File: src/rtl/ram_access_master_if.sv
// Request, response and RAM-side signal bundle for ram_access_master.
// The master modport is the initiator's view; the slave modport is the host/RAM/bench view.
interface ram_access_master_if #(
    parameter int ADDR_W = 4,
    parameter int DATA_W = 32
);
    logic              req_valid;
    logic              req_ready;
    logic              req_write;
    logic [ADDR_W-1:0] req_addr;
    logic [DATA_W-1:0] req_wdata;

    logic              rsp_valid;
    logic              rsp_ready;
    logic [DATA_W-1:0] rsp_rdata;
    logic              rsp_err;

    logic              mem_en;
    logic              mem_write;
    logic [ADDR_W-1:0] mem_address;
    logic [DATA_W-1:0] mem_data;
    logic [DATA_W-1:0] mem_data_out;
    logic              mem_valid_out;

    modport master (
        input  req_valid, req_write, req_addr, req_wdata,
        output req_ready,
        output rsp_valid, rsp_rdata, rsp_err,
        input  rsp_ready,
        output mem_en, mem_write, mem_address, mem_data,
        input  mem_data_out, mem_valid_out
    );

    modport slave (
        output req_valid, req_write, req_addr, req_wdata,
        input  req_ready,
        input  rsp_valid, rsp_rdata, rsp_err,
        output rsp_ready,
        input  mem_en, mem_write, mem_address, mem_data,
        output mem_data_out, mem_valid_out
    );
endinterface

File: src/rtl/ram_access_master.sv
// Single-outstanding initiator for the 16x32 single-port RAM with valid/ready request/response ports.
// Optional statistics counters are enabled by defining RAM_MASTER_STATS_EN.
module ram_access_master #(
    parameter int ADDR_W = 4,
    parameter int DATA_W = 32,
    parameter int CNT_W  = 16
) (
    input  logic                  clk,
    input  logic                  rst,
    ram_access_master_if.master   bus,
    output logic [CNT_W-1:0]      wr_count,
    output logic [CNT_W-1:0]      rd_count
);

    localparam logic [1:0] ST_IDLE    = 2'd0;
    localparam logic [1:0] ST_ISSUE   = 2'd1;
    localparam logic [1:0] ST_CAPTURE = 2'd2;
    localparam logic [1:0] ST_RESP    = 2'd3;

    logic [1:0]        state_r;
    logic [1:0]        state_nxt_s;
    logic              req_ready_r;
    logic              mem_en_r;
    logic              mem_write_r;
    logic [ADDR_W-1:0] mem_address_r;
    logic [DATA_W-1:0] mem_data_r;
    logic              rsp_valid_r;
    logic [DATA_W-1:0] rsp_rdata_r;
    logic              rsp_err_r;
    logic              req_fire_s;
    logic              rsp_fire_s;

    // req_ready_r is only ever high in IDLE, so a fire implies IDLE
    assign req_fire_s = bus.req_valid & req_ready_r;
    assign rsp_fire_s = rsp_valid_r & bus.rsp_ready;

    // Next-state decode
    always_comb begin
        state_nxt_s = state_r;
        case (state_r)
            ST_IDLE: begin
                if (req_fire_s) begin
                    state_nxt_s = ST_ISSUE;
                end else begin
                    state_nxt_s = ST_IDLE;
                end
            end
            ST_ISSUE: begin
                if (mem_write_r) begin
                    state_nxt_s = ST_IDLE;
                end else begin
                    state_nxt_s = ST_CAPTURE;
                end
            end
            ST_CAPTURE: begin
                state_nxt_s = ST_RESP;
            end
            ST_RESP: begin
                if (rsp_fire_s) begin
                    state_nxt_s = ST_IDLE;
                end else begin
                    state_nxt_s = ST_RESP;
                end
            end
            default: begin
                state_nxt_s = ST_IDLE;
            end
        endcase
    end

    // State register and request-side handshake
    always_ff @(posedge clk or negedge rst) begin
        if (!rst) begin
            state_r     <= ST_IDLE;
            req_ready_r <= 1'b0;
        end else begin
            state_r     <= state_nxt_s;
            req_ready_r <= (state_nxt_s == ST_IDLE);
        end
    end

    // RAM command registers: enable pulses for the ISSUE cycle only, address/data hold between accesses
    always_ff @(posedge clk or negedge rst) begin
        if (!rst) begin
            mem_en_r      <= 1'b0;
            mem_write_r   <= 1'b0;
            mem_address_r <= {ADDR_W{1'b0}};
            mem_data_r    <= {DATA_W{1'b0}};
        end else begin
            mem_en_r <= req_fire_s;
            if (req_fire_s) begin
                mem_write_r   <= bus.req_write;
                mem_address_r <= bus.req_addr;
                mem_data_r    <= bus.req_wdata;
            end
        end
    end

    // Response capture and hold; the RAM's valid flag is only meaningful in CAPTURE
    always_ff @(posedge clk or negedge rst) begin
        if (!rst) begin
            rsp_valid_r <= 1'b0;
            rsp_rdata_r <= {DATA_W{1'b0}};
            rsp_err_r   <= 1'b0;
        end else begin
            if (state_r == ST_CAPTURE) begin
                rsp_valid_r <= 1'b1;
                rsp_rdata_r <= bus.mem_data_out;
                rsp_err_r   <= ~bus.mem_valid_out;
            end else if (rsp_fire_s) begin
                rsp_valid_r <= 1'b0;
            end
        end
    end

    assign bus.req_ready   = req_ready_r;
    assign bus.mem_en      = mem_en_r;
    assign bus.mem_write   = mem_write_r;
    assign bus.mem_address = mem_address_r;
    assign bus.mem_data    = mem_data_r;
    assign bus.rsp_valid   = rsp_valid_r;
    assign bus.rsp_rdata   = rsp_rdata_r;
    assign bus.rsp_err     = rsp_err_r;

`ifdef RAM_MASTER_STATS_EN
    function automatic logic [CNT_W-1:0] sat_inc(input logic [CNT_W-1:0] val);
        if (val == {CNT_W{1'b1}}) begin
            sat_inc = val;
        end else begin
            sat_inc = val + {{(CNT_W-1){1'b0}}, 1'b1};
        end
    endfunction

    logic [CNT_W-1:0] wr_count_r;
    logic [CNT_W-1:0] rd_count_r;

    // Completed-transaction counters, saturating
    always_ff @(posedge clk or negedge rst) begin
        if (!rst) begin
            wr_count_r <= {CNT_W{1'b0}};
            rd_count_r <= {CNT_W{1'b0}};
        end else begin
            if ((state_r == ST_ISSUE) && mem_write_r) begin
                wr_count_r <= sat_inc(wr_count_r);
            end
            if (rsp_fire_s) begin
                rd_count_r <= sat_inc(rd_count_r);
            end
        end
    end

    assign wr_count = wr_count_r;
    assign rd_count = rd_count_r;
`else
    assign wr_count = {CNT_W{1'b0}};
    assign rd_count = {CNT_W{1'b0}};
`endif

endmodule

File: src/flat_wrapper.sv
// flat-port wrapper written by rule: the top's interface ports become plain ports
module ram_access_master_flat 
#(
    parameter int ADDR_W = 4,
    parameter int DATA_W = 32,
    parameter int CNT_W  = 16
)
  (clk, rst, wr_count, rd_count, bus_req_valid, bus_req_write, bus_req_addr, bus_req_wdata, bus_req_ready, bus_rsp_valid, bus_rsp_rdata, bus_rsp_err, bus_rsp_ready, bus_mem_en, bus_mem_write, bus_mem_address, bus_mem_data, bus_mem_data_out, bus_mem_valid_out);
  ram_access_master_if #(.ADDR_W(ADDR_W), .DATA_W(DATA_W)) bus_i ();
  input  logic clk;
  input  logic rst;
  output logic [CNT_W-1:0] wr_count;
  output logic [CNT_W-1:0] rd_count;
  input wire logic [$bits(bus_i.req_valid)-1:0] bus_req_valid;
  input wire logic [$bits(bus_i.req_write)-1:0] bus_req_write;
  input wire logic [$bits(bus_i.req_addr)-1:0] bus_req_addr;
  input wire logic [$bits(bus_i.req_wdata)-1:0] bus_req_wdata;
  output wire logic [$bits(bus_i.req_ready)-1:0] bus_req_ready;
  output wire logic [$bits(bus_i.rsp_valid)-1:0] bus_rsp_valid;
  output wire logic [$bits(bus_i.rsp_rdata)-1:0] bus_rsp_rdata;
  output wire logic [$bits(bus_i.rsp_err)-1:0] bus_rsp_err;
  input wire logic [$bits(bus_i.rsp_ready)-1:0] bus_rsp_ready;
  output wire logic [$bits(bus_i.mem_en)-1:0] bus_mem_en;
  output wire logic [$bits(bus_i.mem_write)-1:0] bus_mem_write;
  output wire logic [$bits(bus_i.mem_address)-1:0] bus_mem_address;
  output wire logic [$bits(bus_i.mem_data)-1:0] bus_mem_data;
  input wire logic [$bits(bus_i.mem_data_out)-1:0] bus_mem_data_out;
  input wire logic [$bits(bus_i.mem_valid_out)-1:0] bus_mem_valid_out;
  assign bus_i.req_valid = bus_req_valid;
  assign bus_i.req_write = bus_req_write;
  assign bus_i.req_addr = bus_req_addr;
  assign bus_i.req_wdata = bus_req_wdata;
  assign bus_req_ready = bus_i.req_ready;
  assign bus_rsp_valid = bus_i.rsp_valid;
  assign bus_rsp_rdata = bus_i.rsp_rdata;
  assign bus_rsp_err = bus_i.rsp_err;
  assign bus_i.rsp_ready = bus_rsp_ready;
  assign bus_mem_en = bus_i.mem_en;
  assign bus_mem_write = bus_i.mem_write;
  assign bus_mem_address = bus_i.mem_address;
  assign bus_mem_data = bus_i.mem_data;
  assign bus_i.mem_data_out = bus_mem_data_out;
  assign bus_i.mem_valid_out = bus_mem_valid_out;
  ram_access_master #(.ADDR_W(ADDR_W), .DATA_W(DATA_W), .CNT_W(CNT_W)) u_core (.clk(clk), .rst(rst), .bus(bus_i), .wr_count(wr_count), .rd_count(rd_count));
endmodule
File: config.mk
export PLATFORM = sky130hd
export DESIGN_NAME = ram_access_master_flat
export DESIGN_NICKNAME = d
export VERILOG_FILES = /design/src/rtl/ram_access_master_if.sv /design/src/rtl/ram_access_master.sv /design/src/flat_wrapper.sv
export SDC_FILE = /design/constraint.sdc
export NUM_CORES = 1
export LEC_CHECK = 0
export ABC_CLOCK_PERIOD_IN_PS = 1500
export CORE_ASPECT_RATIO = 0.6
export CORE_MARGIN = 2
export CORE_UTILIZATION = 51
export DETAILED_ROUTE_END_ITERATION = 7
export DONT_BUFFER_PORTS = 1
export PLACE_DENSITY = 0.66
export SYNTH_ARGS = -nofsm -noshare
export SYNTH_HDL_FRONTEND = slang
export SYNTH_SLANG_ARGS = --single-unit
File: constraint.sdc
create_clock -name clk -period 1.5 [get_ports clk]
set_input_delay 0.225 -clock clk [delete_from_list [all_inputs] [get_ports clk]]
set_output_delay 0.225 -clock clk [all_outputs]
set_load 0.01 [all_outputs]
-- After elaboration in Yosys (flattened, before gate mapping)
Index checks and enable logic that the tools add are counted.
- bitwise logic cells: 3
- reduce and logical (&&, ||, !) cells: 3
- muxes and demuxes: 6
- equality and inequality tests: 3
- operator list (operator ; count):
    case mux 2 bit (4 select lines) ; 1
    == test 2 bit, second input constant ; 2
    zero test 2 bit ; 2
    2-to-1 mux 2 bit ; 2
    2-to-1 mux 1 bit ; 3
    bitwise AND 1 bit ; 2
    == test 2 x 1 -> 1 bit, second input constant ; 1
    nonzero test 2 bit ; 1
    inverter 1 bit ; 1
- input bits: 74
- output and inout port bits: 105
- logic and storage cells: 24
- flip-flop bits (word level): 75

-- Longest topological paths before layout
Gate-level depths: netlist of the first run.
- word-level depth: 4
- gate-level depth with buffers: 4
- mapped depth without buffers: 2

-- Worst setup path before layout of the first run
No wires, ideal clock.
- path kind: reg2reg
- start: register u_core.req_ready_r, in the netlist u_core.bus.req_ready
- end: register u_core.mem_data_r[12], in the netlist u_core.bus.mem_data[12]
- setup slack: 0.254 ns
- required time: 1.375 ns
- buffers on the path: 2
- setup time: 0.125 ns
- stages on the path, launching flop included: 5
- period minus slack after synthesis: 1.246 ns
- arrival: 1.121 ns
- path through: dfrtp_1 nand2_1 buf_4 buf_6 mux2_2
- cells in the longest elaborated chain, start to end: 1
- ends and longest elaborated chain (element ; RTL line ; source):
    start, declared ; ram_access_master.sv:22 ; logic req_ready_r;
    start signal, assigned ; ram_access_master.sv:78 ; req_ready_r <= (state_nxt_s == ST_IDLE);
    bitwise AND 1 bit ; ram_access_master.sv:34 ; assign req_fire_s = bus.req_valid & req_ready_r;
    end signal, assigned ; ram_access_master.sv:88 ; mem_data_r <= {DATA_W{1'b0}};
    end signal, assigned ; ram_access_master.sv:94 ; mem_data_r <= bus.req_wdata;
    end, declared ; ram_access_master.sv:26 ; logic [DATA_W-1:0] mem_data_r;
No other way between the ends.
A chain may end at the register's enable or synchronous reset.

-- Final worst setup path of the first run
- start: register u_core.state_r[1]
- end: register u_core.rsp_rdata_r[21], in the netlist u_core.bus.rsp_rdata[21]
- cells in the longest elaborated chain, start to end: 1
- ends and longest elaborated chain (element ; RTL line ; source):
    start, declared ; ram_access_master.sv:20 ; logic [1:0] state_r;
    start signal, assigned ; ram_access_master.sv:77 ; state_r <= state_nxt_s;
    == test 2 bit ; ram_access_master.sv:106 ; if (state_r == ST_CAPTURE) begin
    end signal, assigned ; ram_access_master.sv:103 ; rsp_rdata_r <= {DATA_W{1'b0}};
    end signal, assigned ; ram_access_master.sv:108 ; rsp_rdata_r <= bus.mem_data_out;
    end, declared ; ram_access_master.sv:28 ; logic [DATA_W-1:0] rsp_rdata_r;
No other way between the ends.

==> metrics.md, run 1 <==
| Metric | Value |
|---|---|
| XOR/XNOR Fraction of Synth Area | `0` |
| Initial antenna violation count | `0` |
| Reg2Reg Depth | `3` |
| Mux cell area share after synthesis | `0.278` |
| # nets final | `281` |
| Final clock period utilization by the worst path | `0.905` |
| Crit path kind | `register to register` |
| Worst r2r src | `u_core.state_r[1]` |
| Reg clk slew, reported paths | `0.07 ns` |
| RSZ-0062 raised after global routing | `false` |
| Syn Inst Count | `200` |
| Die Ht | `65.5 µm` |
| # resized after CTS | `0` |
| Finished Core Util | `0.554` |
| WL/cell | `18.1 µm` |
| CTS tree | `built` |
| Met1 usage in global routing | `0.193` |
| Initial DRT Pass Iterations | `4` |
| LEAKAGE | `1.57 nW` |
| Compound-Gate Fraction of Synth Area | `0.00895` |
| Sum Neg Setup Slack | `0 ns` |
| Final hold vios | `75` |
| Max Clock Skew | `0.00392 ns` |
| DRC Markers | `0` |
| Largest net degree at the start of global routing | `76` |
| Cts bufs inserted | `9` |
| Synth Register Bits | `75` |
| Total power draw | `0.00824 W` |
| # IOs | `179` |
| Antenna-violating nets left | `0` |
| Setup violators final | `0` |
| Critical path launch point type | `register` |
| Reg2reg setup slack | `0.14 ns` |
| Die width | `107 µm` |
| Met3 usage | `0.0972` |
| Half-perimeter wire length after placement | `3920 µm` |
| GR Util met2 | `0.239` |
| Seq/Total Area, Yosys | `0.583` |
| Crit-path max FO | `33` |
| Outcome | `complete, but fails checks` |
| Vias/cell | `4.84` |
| Crit path required time | `1.72 ns` |
| Final GP Congestion | `0.708` |
| CP endpoint kind | `register` |
| Hold_ws | `-0.417 ns` |
| Achievable frequency | `737 MHz` |
| Syn_area_per_cell | `16.1 µm²` |
| Place WS | `0.135 ns` |
| Root buffer cell | `clkbuf_8` |
| Cell area after synthesis | `0.00322 mm²` |
| Layout fillers | `497` |
| Clk_lat worst skew | `0.33 ns` |
| Final worst slack | `0.143 ns` |
| Yosys cell types | `20` |
| Clock sink total | `75` |
| Crit path time final | `1.36 ns` |
| GRT Total Usage | `0.161` |
| Power Density | `2430 mW/mm²` |
| Synthesis Warnings | `0` |
| Starting density of the core | `0.526` |
| N_diodes | `0` |
| Main combinational cell family by area after synthesis | `multiplexers` |
| RR Endpoint | `u_core.bus.rsp_rdata[21]` |
| Post-CTS Hold Buffers | `2` |
| Register area | `0.00188 mm²` |
| Type of the worst min-delay path | `primary input to asynchronous set/reset pin` |
| DR vias | `1,432` |
| Fraction of layout cells with a size suffix above 1 | `0.420` |
| Commonest non-fill, non-tap cells in the layout | `dfrtp_1 (75), mux2_2 (40), conb_1 (32)` |
| Post-Synth Adder-Cell Area | `0` |
| Core box area | `0.00611 mm²` |
| Vias in the first global route | `1,550` |
| Max capacitance violation total | `0` |
| Max Slew Vio Count | `0` |
| Grt peak-use layer | `met2` |
| P&R area growth vs syn | `5.29%` |
| Port buffer count | `0` |
| GRT Residual Overflow | `0` |
| Fin cells | `296` |
| Failing checks | `hold timing` |
| 1st-iter DRT viols | `42` |
| Post-CTS Setup Bufs | `0` |
| H-tree levels | `3` |
| Simple-Gate Fraction of Synth Area | `0.0156` |
| First-pass GRT wire length | `8220 µm` |
| Row count | `22` |
| Max rail drop VDD | `1230 µV` |
| Routed wire length | `5370 µm` |
| Die area | `0.00698 mm²` |
| Critical path data arrival time | `1.58 ns` |
| Placed cells | `278` |
| Commonest non-fill, non-tap cell in the layout | `dfrtp_1` |
| Max clock buf depth | `2` |
| Area of the multi-input gates | `0.00109 mm²` |
[synth_stat cells]
| cell type | count | area, µm² |
|---|---|---|
| and4bb_2 | 1 | 12.5 |
| a21boi_0 | 1 | 7.51 |
| nand3b_1 | 1 | 7.51 |
| mux2_2 | 40 | 450 |
| nand2_1 | 1 | 3.75 |
| nor3b_1 | 1 | 7.51 |
| o22ai_1 | 1 | 6.26 |
| a211oi_1 | 1 | 7.51 |
| buf_12 | 3 | 60.1 |
| inv_1 | 4 | 15.0 |
| buf_4 | 33 | 248 |
| dfrtp_1 | 75 | 1880 |
| mux2i_1 | 1 | 10.0 |
| buf_2 | 1 | 5.00 |
| buf_6 | 3 | 33.8 |
| mux2_4 | 29 | 435 |
| a21o_1 | 1 | 7.51 |
| nand3_1 | 1 | 5.00 |
| conb_1 | 1 | 3.75 |
| nor2b_4 | 1 | 13.8 |
[registers in the layout, indices dropped and copies added, names as in the netlist]
signal,flops
u_core.bus.req_ready,1
u_core.bus.rsp_err,1
u_core.bus.rsp_valid,1
u_core.state_r,2
u_core.bus.rsp_rdata,32
u_core.bus.mem_address,4
u_core.bus.mem_write,1
u_core.bus.mem_data,32
u_core.bus.mem_en,1
[power breakdown]
group	switching, W	internal, W	leakage (nW)	total [W]
logic	0.000741	0.00149	0.578	0.00223
clock network	0.000667	0.00103	0.113	0.00169
registers	0.00124	0.00307	0.879	0.00432
total	0.00265	0.00559	1.57	0.00824
[worst max path at each step]
stage	start	endpoint	slack [ns]	depth (start not counted)
after floorplan	u_core.bus.req_ready	u_core.bus.mem_data[12]	0.25	4
after global placement	u_core.state_r[1]	u_core.bus.rsp_rdata[21]	0.21	3
after detailed placement	u_core.state_r[1]	u_core.bus.rsp_rdata[21]	0.13	3
after CTS	u_core.state_r[1]	u_core.bus.rsp_rdata[21]	0.13	3
after global routing	u_core.state_r[1]	u_core.bus.rsp_rdata[21]	0.06	3
final	u_core.state_r[1]	u_core.bus.rsp_rdata[21]	0.14	3
[critical path, stage by stage, from the launching register on]
cell	delay, ns
dfrtp_1	0.42
nor2b_4	0.20
buf_12	0.25
mux2_2	0.37
[logic make-up (layout without fill, tap and decap cells)]
kind of cell	after synthesis	count (layout)
buffers and inverters	44	25
multiplexers	70	70
AO/OA/AOI/OAI	4	4
other	1	32
AND/OR/NAND/NOR	6	6
flip-flops	75	75
[per-stage QoR]
| stage | hold WS [ns] | area [µm²] |
|---|---|---|
| after floorplan | -0.0706 | 3330 |
| after global placement | -0.0692 | 3140 |
| after detailed placement | -0.0692 | 3140 |
| after CTS | -0.440 | 3390 |
| after global routing | -0.459 | 3390 |
| final | -0.417 | 3390 |
[area by class of cell]
type | count | area share
clock buffer | 12 | 0.0458
clock inverter | 4 | 0.0214
inverter | 4 | 0.00443
multi-input combinational | 112 | 0.323
sequential | 75 | 0.554
tap | 84 | 0.0310
timing repair buffer | 5 | 0.0199
[per-layer routing]
layer,up-vias,wire length (µm),part of all wire
li1,629,-,-
met1,688,2060,0.38
met2,107,2510,0.47
met3,8,734,0.14
met4,0,65,0.012
met5,-,0,0
Note: power is estimated with default switching activity, not from simulation.
==> inputs of run 2 (changes only) <==
--- a/config.mk
+++ b/config.mk
@@ -8,10 +8,10 @@
 export ABC_CLOCK_PERIOD_IN_PS = 1500
 export CORE_ASPECT_RATIO = 0.6
 export CORE_MARGIN = 2
-export CORE_UTILIZATION = 51
+export CORE_UTILIZATION = 62
 export DETAILED_ROUTE_END_ITERATION = 7
 export DONT_BUFFER_PORTS = 1
-export PLACE_DENSITY = 0.66
+export PLACE_DENSITY = 0.78
 export SYNTH_ARGS = -nofsm -noshare
 export SYNTH_HDL_FRONTEND = slang
 export SYNTH_SLANG_ARGS = --single-unit
==> run 2 against run 1 <==
Compared with the run above:
- the flow still finishes with violations (hold timing)
- combinational power is essentially flat
- first-iteration DRC count grew 40%
- sequential share of layout area grew 0.41 points
- register-to-register slack is essentially flat
- core utilization grew 11 points
- via count is essentially flat
- clock-buffer cell count shrank 2
- cell count shrank 6.1%
- critical path type unchanged
- largest power group unchanged
- highest routed layer unchanged
==> metrics.md, run 2 (synthesis results as in run 1) <==
| Metric | Value |
|---|---|
| Outcome | `complete, but fails checks` |
| Failing checks | `hold timing` |
| Half-perimeter wire length after placement | `3610 µm` |
| Max clock buf depth | `2` |
| Final Instance Area | `0.00336 mm²` |
| DR vias | `1,433` |
| Crit path required time | `1.73 ns` |
| Power Density | `2430 mW/mm²` |
| Finished Core Util | `0.668` |
| Row count | `20` |
| Vias/cell | `5.15` |
| Largest net degree at the start of global routing | `76` |
| Root buffer cell | `clkbuf_8` |
| Crit path time final | `1.36 ns` |
| Max Clock Skew | `0.00478 ns` |
| Initial DRT Pass Iterations | `4` |
| Type of the worst min-delay path | `primary input to asynchronous set/reset pin` |
| WL/cell | `18.5 µm` |
| # resized after CTS | `0` |
| Max Slew Vio Count | `0` |
| Commonest non-fill, non-tap cell in the layout | `dfrtp_1` |
| GRT Residual Overflow | `0` |
| Achievable frequency | `737 MHz` |
| CTS tree | `built` |
| Starting density of the core | `0.640` |
| # nets final | `282` |
| Core box area | `0.00503 mm²` |
| Critical path launch point type | `register` |
| Vias in the first global route | `1,551` |
| Die area | `0.00580 mm²` |
| Reg2reg setup slack | `0.14 ns` |
| Critical Path End | `u_core.bus.rsp_rdata[21]` |
| DRC Markers | `0` |
| Max capacitance violation total | `0` |
| CP Cell Sequence | `nor2b_4 -> buf_12 -> mux2_2` |
| Commonest non-fill, non-tap cells in the layout | `dfrtp_1 (75), mux2_2 (40), conb_1 (32)` |
| Final hold vios | `75` |
| Final clock period utilization by the worst path | `0.905` |
| Clock sink total | `75` |
| CP max-delay cell | `dfrtp_1` |
| Crit-path max FO | `33` |
| Layout fillers | `349` |
| RSZ-0062 raised after global routing | `false` |
| Top routing layer in use | `met4` |
| Critical path data arrival time | `1.59 ns` |
| GRT Total Usage | `0.180` |
| Reg2Reg Depth | `3` |
| Worst setup path start | `u_core.state_r[1]` |
| CP endpoint kind | `register` |
| LEAKAGE | `1.57 nW` |
| Worst path max stage delay | `0.43 ns` |
| Die Ht | `59.8 µm` |
| Fin cells | `278` |
| Routed wire length | `5150 µm` |
| Met1 wire length | `2010 µm` |
| Antenna-violating nets left | `0` |
| Met2 WL | `2460 µm` |
| WL met3 | `636 µm` |
| Placed cells | `260` |
| Reg clk slew, reported paths | `0.08 ns` |
| Setup violators final | `0` |
| H-tree levels | `3` |
| Clk_lat worst skew | `0.34 ns` |
| # IOs | `179` |
| Max rail drop VDD | `1410 µV` |
| Sum Neg Setup Slack | `0 ns` |
| Fraction of layout cells with a size suffix above 1 | `0.420` |
| Crit path kind | `register to register` |
| Initial antenna violation count | `0` |
| First-pass GRT wire length | `7780 µm` |
| P&R area growth vs syn | `4.51%` |
| Hold_ws | `-0.433 ns` |
| Dpl cell area | `0.00312 mm²` |
| Die width | `97.0 µm` |
| RR Endpoint | `u_core.bus.rsp_rdata[21]` |
| Worst r2r src | `u_core.state_r[1]` |
| 1st-iter DRT viols | `59` |
| Cts bufs inserted | `9` |
| Port buffer count | `0` |
| N_diodes | `0` |
| Final GP Congestion | `0.783` |
==> run 2: cell count changes in the layout (fill, tap and decap cells not counted) <==
| cell | previous run | this run |
|---|---|---|
| clkbuf_1 | 1 | 0 |
| clkbuf_8 | 11 | 10 |
| clkinv_2 | 1 | 2 |
| dlygate4sd3_1 | 2 | 3 |
==> run 2: timing repair <==
action,4_1_cts,5_1_grt
endpoints found under the hold margin,77,76
hold buffers,2,1
setup buffers,0,0
==> run 2: layout make-up <==
| cell class | count | area (µm²) | area share |
|---|---|---|---|
| sequential | 75 | 1880 | 0.558 |
| multi-input combinational | 112 | 1090 | 0.326 |
| tap | 66 | 82.6 | 0.0246 |
| clock inverter | 5 | 77.6 | 0.0231 |
| clock buffer | 10 | 138 | 0.0409 |
| timing repair buffer | 6 | 77.6 | 0.0231 |
| inverter | 4 | 15.0 | 0.00447 |
==> run 2: metal layers <==
layer	GRT usage	up-vias
li1	-	631
met1	0.214	702
met2	0.273	96
met3	0.115	4
met4	0.0604	0
met5	0	-
==> run 2: critical path: cells and delay by family, from the launching register on <==
kind	cells	cell delay, ns
and+or+nand+nor	1	0.19
DFF	1	0.43
muxes	1	0.37
buffers and inverters	1	0.25
==> run 2: metrics by stage <==
stage	setup WS, ns	total power [W]	hold slack [ns]
2_1_floorplan	0.254	0.00632	-0.0706
3_3_place_gp	0.207	0.00642	-0.0685
3_5_place_dp	0.152	0.00658	-0.0690
4_1_cts	0.144	0.00828	-0.451
5_1_grt	0.0710	0.00865	-0.460
6_report	0.143	0.00819	-0.433
==> run 2: worst min path at each step <==
stage               start  slack [ns]  cells after the start                         to
global placement      rst       -0.07                      0   u_core.bus.rsp_rdata[25]
detailed placement    rst       -0.07                      0   u_core.bus.rsp_rdata[25]
CTS                   rst       -0.45                      0   u_core.bus.rsp_rdata[25]
floorplan             rst       -0.07                      0  u_core.bus.mem_address[0]
global route          rst       -0.46                      0   u_core.bus.rsp_rdata[28]
finish                rst       -0.43                      0   u_core.bus.rsp_rdata[24]
==> run 2: power by group <==
group / total, W / switching [W] / internal (W)
Clock: 0.00167 / 0.000703 / 0.000966
Combinational: 0.00221 / 0.000718 / 0.00149
Sequential: 0.00431 / 0.00124 / 0.00307
Total: 0.00819 / 0.00266 / 0.00553
==> inputs of run 3 (changes only) <==
--- a/config.mk
+++ b/config.mk
@@ -12,6 +12,7 @@
 export DETAILED_ROUTE_END_ITERATION = 7
 export DONT_BUFFER_PORTS = 1
 export PLACE_DENSITY = 0.78
+export REMOVE_ABC_BUFFERS = 1
 export SYNTH_ARGS = -nofsm -noshare
 export SYNTH_HDL_FRONTEND = slang
 export SYNTH_SLANG_ARGS = --single-unit
==> constraint.sdc (replaced) <==
create_clock -name clk -period 1.5 [get_ports clk]
set_input_delay 0.075 -clock clk [delete_from_list [all_inputs] [get_ports clk]]
set_output_delay 0.075 -clock clk [all_outputs]
set_load 0.01 [all_outputs]
==> run 3 against run 2 <==
Compared with the run above:
- the run still ends with hold timing left
- clock power rose by 12%
- via count increased by 23%
- clock-buffer cell count up 1
- fmax is 3.2% lower
- setup slack lost 0.044 ns
- sequential share of layout area down 9.8 points
- sequential cell count did not move
- critical path depth unchanged
- core utilization increased by 14 points
- highest routed layer unchanged
==> metrics.md, run 3 (synthesis results as in run 1) <==
| Metric | Value |
|---|---|
| Max clock buf depth | `2` |
| Die Ht | `59.8 µm` |
| Crit path kind | `register to register` |
| Final hold vios | `75` |
| Gate power share | `0.277` |
| Largest net degree at the start of global routing | `76` |
| Cts bufs inserted | `9` |
| Max capacitance violation total | `0` |
| Core box area | `0.00503 mm²` |
| Clk_lat worst skew | `0.33 ns` |
| First-pass GRT wire length | `9850 µm` |
| GRT Residual Overflow | `0` |
| Sequential fraction of design power | `0.507` |
| Worst path max stage delay | `0.43 ns` |
| Dpl cell area | `0.00311 mm²` |
| P&R area growth vs syn | `26.8%` |
| LEAKAGE | `1.87 nW` |
| DRC Markers | `0` |
| CP max-delay cell | `dfrtp_1` |
| Initial DRT Pass Iterations | `3` |
| Crit path required time | `1.71 ns` |
| Final clock period utilization by the worst path | `0.934` |
| Commonest non-fill, non-tap cells in the layout | `dfrtp_1 (75), dlygate4sd3_1 (72), mux2_2 (40)` |
| Met1 wire length | `2550 µm` |
| Post-CTS Setup Bufs | `0` |
| Achievable frequency | `714 MHz` |
| Max Slew Vio Count | `0` |
| Hold_ws | `-0.564 ns` |
| # IOs | `179` |
| Max Clock Skew | `0.00629 ns` |
| Type of the worst min-delay path | `primary input to asynchronous set/reset pin` |
| CTS tree | `built` |
| Port buffer count | `0` |
| Met2 WL | `3310 µm` |
| Critical path launch point type | `register` |
| Antenna-violating nets left | `0` |
| RSZ-0062 raised after global routing | `false` |
| N_diodes | `0` |
| NetSw | `0.00278 W` |
| Crit path time final | `1.40 ns` |
| Half-perimeter wire length after placement | `3860 µm` |
| CP endpoint kind | `register` |
| Routed wire length | `6610 µm` |
| Fin cells | `346` |
| Pint | `0.00585 W` |
| Crit-path max FO | `33` |
| Outcome | `complete, but fails checks` |
| WL met3 | `638 µm` |
| Row count | `20` |
| Final GP Congestion | `0.736` |
| # nets final | `350` |
| Critical path data arrival time | `1.61 ns` |
| Starting density of the core | `0.640` |
| Clock network power share | `0.216` |
| Power Density | `2120 mW/mm²` |
| Register area | `0.00188 mm²` |
| Layout fillers | `247` |
| Die width | `97.0 µm` |
| GRT Total Usage | `0.224` |
| Placed cells | `259` |
| Vias/cell | `5.10` |
| 1st-iter DRT viols | `29` |
| Area of the multi-input gates | `0.00109 mm²` |
| Reg clk slew, reported paths | `0.07 ns` |
| Root buffer cell | `clkbuf_8` |
| Sw frac | `0.322` |
| Max rail drop VDD | `1240 µV` |
| Die area | `0.00580 mm²` |
| CP Cell Sequence | `nor2b_4 -> buf_12 -> mux2_2` |
| Commonest non-fill, non-tap cell in the layout | `dfrtp_1` |
| Fraction of layout cells with a size suffix above 1 | `0.314` |
| Vias in the first global route | `1,846` |
| Clock sink total | `75` |
| Final worst slack | `0.0985 ns` |
| DR vias | `1,766` |
| WL/cell | `19.1 µm` |
| Post-CTS Hold Buffers | `72` |
| Top routing layer in use | `met4` |
| Setup violators final | `0` |
| # resized after CTS | `0` |
| Final Instance Area | `0.00408 mm²` |
| Failing checks | `hold timing` |
| Initial antenna violation count | `0` |
| Place WS | `0.132 ns` |
| H-tree levels | `3` |
run 3: worst paths after layout:
path	startpoint	endpoint	slack, ns	depth (start not counted)
min	rst	u_core.bus.mem_data[2]	-0.56	0
max in group asynchronous	rst	u_core.bus.mem_data[19]	1.94	0
min in group clk	bus_req_valid	u_core.bus.req_ready	0.04	2
max	u_core.state_r[1]	u_core.bus.rsp_rdata[23]	0.1	3
max reg2reg	u_core.state_r[1]	u_core.bus.rsp_rdata[23]	0.1	3
min reg2reg	u_core.state_r[1]	u_core.bus.req_ready	0.57	1
run 3: power by group through the flow:
stage          Sequential [W]  Combinational [W]  Clock (W)
2_1_floorplan         0.00411            0.00191          0
3_3_place_gp          0.00435            0.00208          0
4_1_cts               0.00437            0.00236    0.00192
5_1_grt               0.00449            0.00256    0.00198
6_report              0.00438            0.00239    0.00187
3_5_place_dp          0.00437            0.00222          0
run 3: worst max-delay path: cells and delay by family, from the launching register on:
kind / cells / cell delay [ns]
DFF: 1 / 0.43
muxes: 1 / 0.38
buffers and inverters: 1 / 0.25
and+or+nand+nor: 1 / 0.20
run 3: cell type report:
class | count | area share
Inverter | 4 | 0.00368
Tap cell | 66 | 0.0202
Clock buffer | 11 | 0.0371
Multi-Input combinational cell | 112 | 0.268
Sequential cell | 75 | 0.460
Timing Repair Buffer | 74 | 0.187
Clock inverter | 4 | 0.0239
run 3: routing by layer:
metal | global-route usage | vias up
met5 | 0 | -
met4 | 0.0885 | 0
met3 | 0.0959 | 13
met2 | 0.366 | 105
met1 | 0.271 | 880
li1 | - | 768
run 3: through the flow:
stage | TNS, ns | hold WS [ns] | utilization | total power, W
3_3_place_gp | 0 | -0.219 | 0.618 | 0.00643
4_1_cts | 0 | -0.594 | 0.811 | 0.00865
2_1_floorplan | -16.93 | -0.221 | - | 0.00602
5_1_grt | 0 | -0.590 | 0.811 | 0.00904
3_5_place_dp | 0 | -0.220 | 0.618 | 0.00659
6_report | 0 | -0.564 | 0.811 | 0.00863
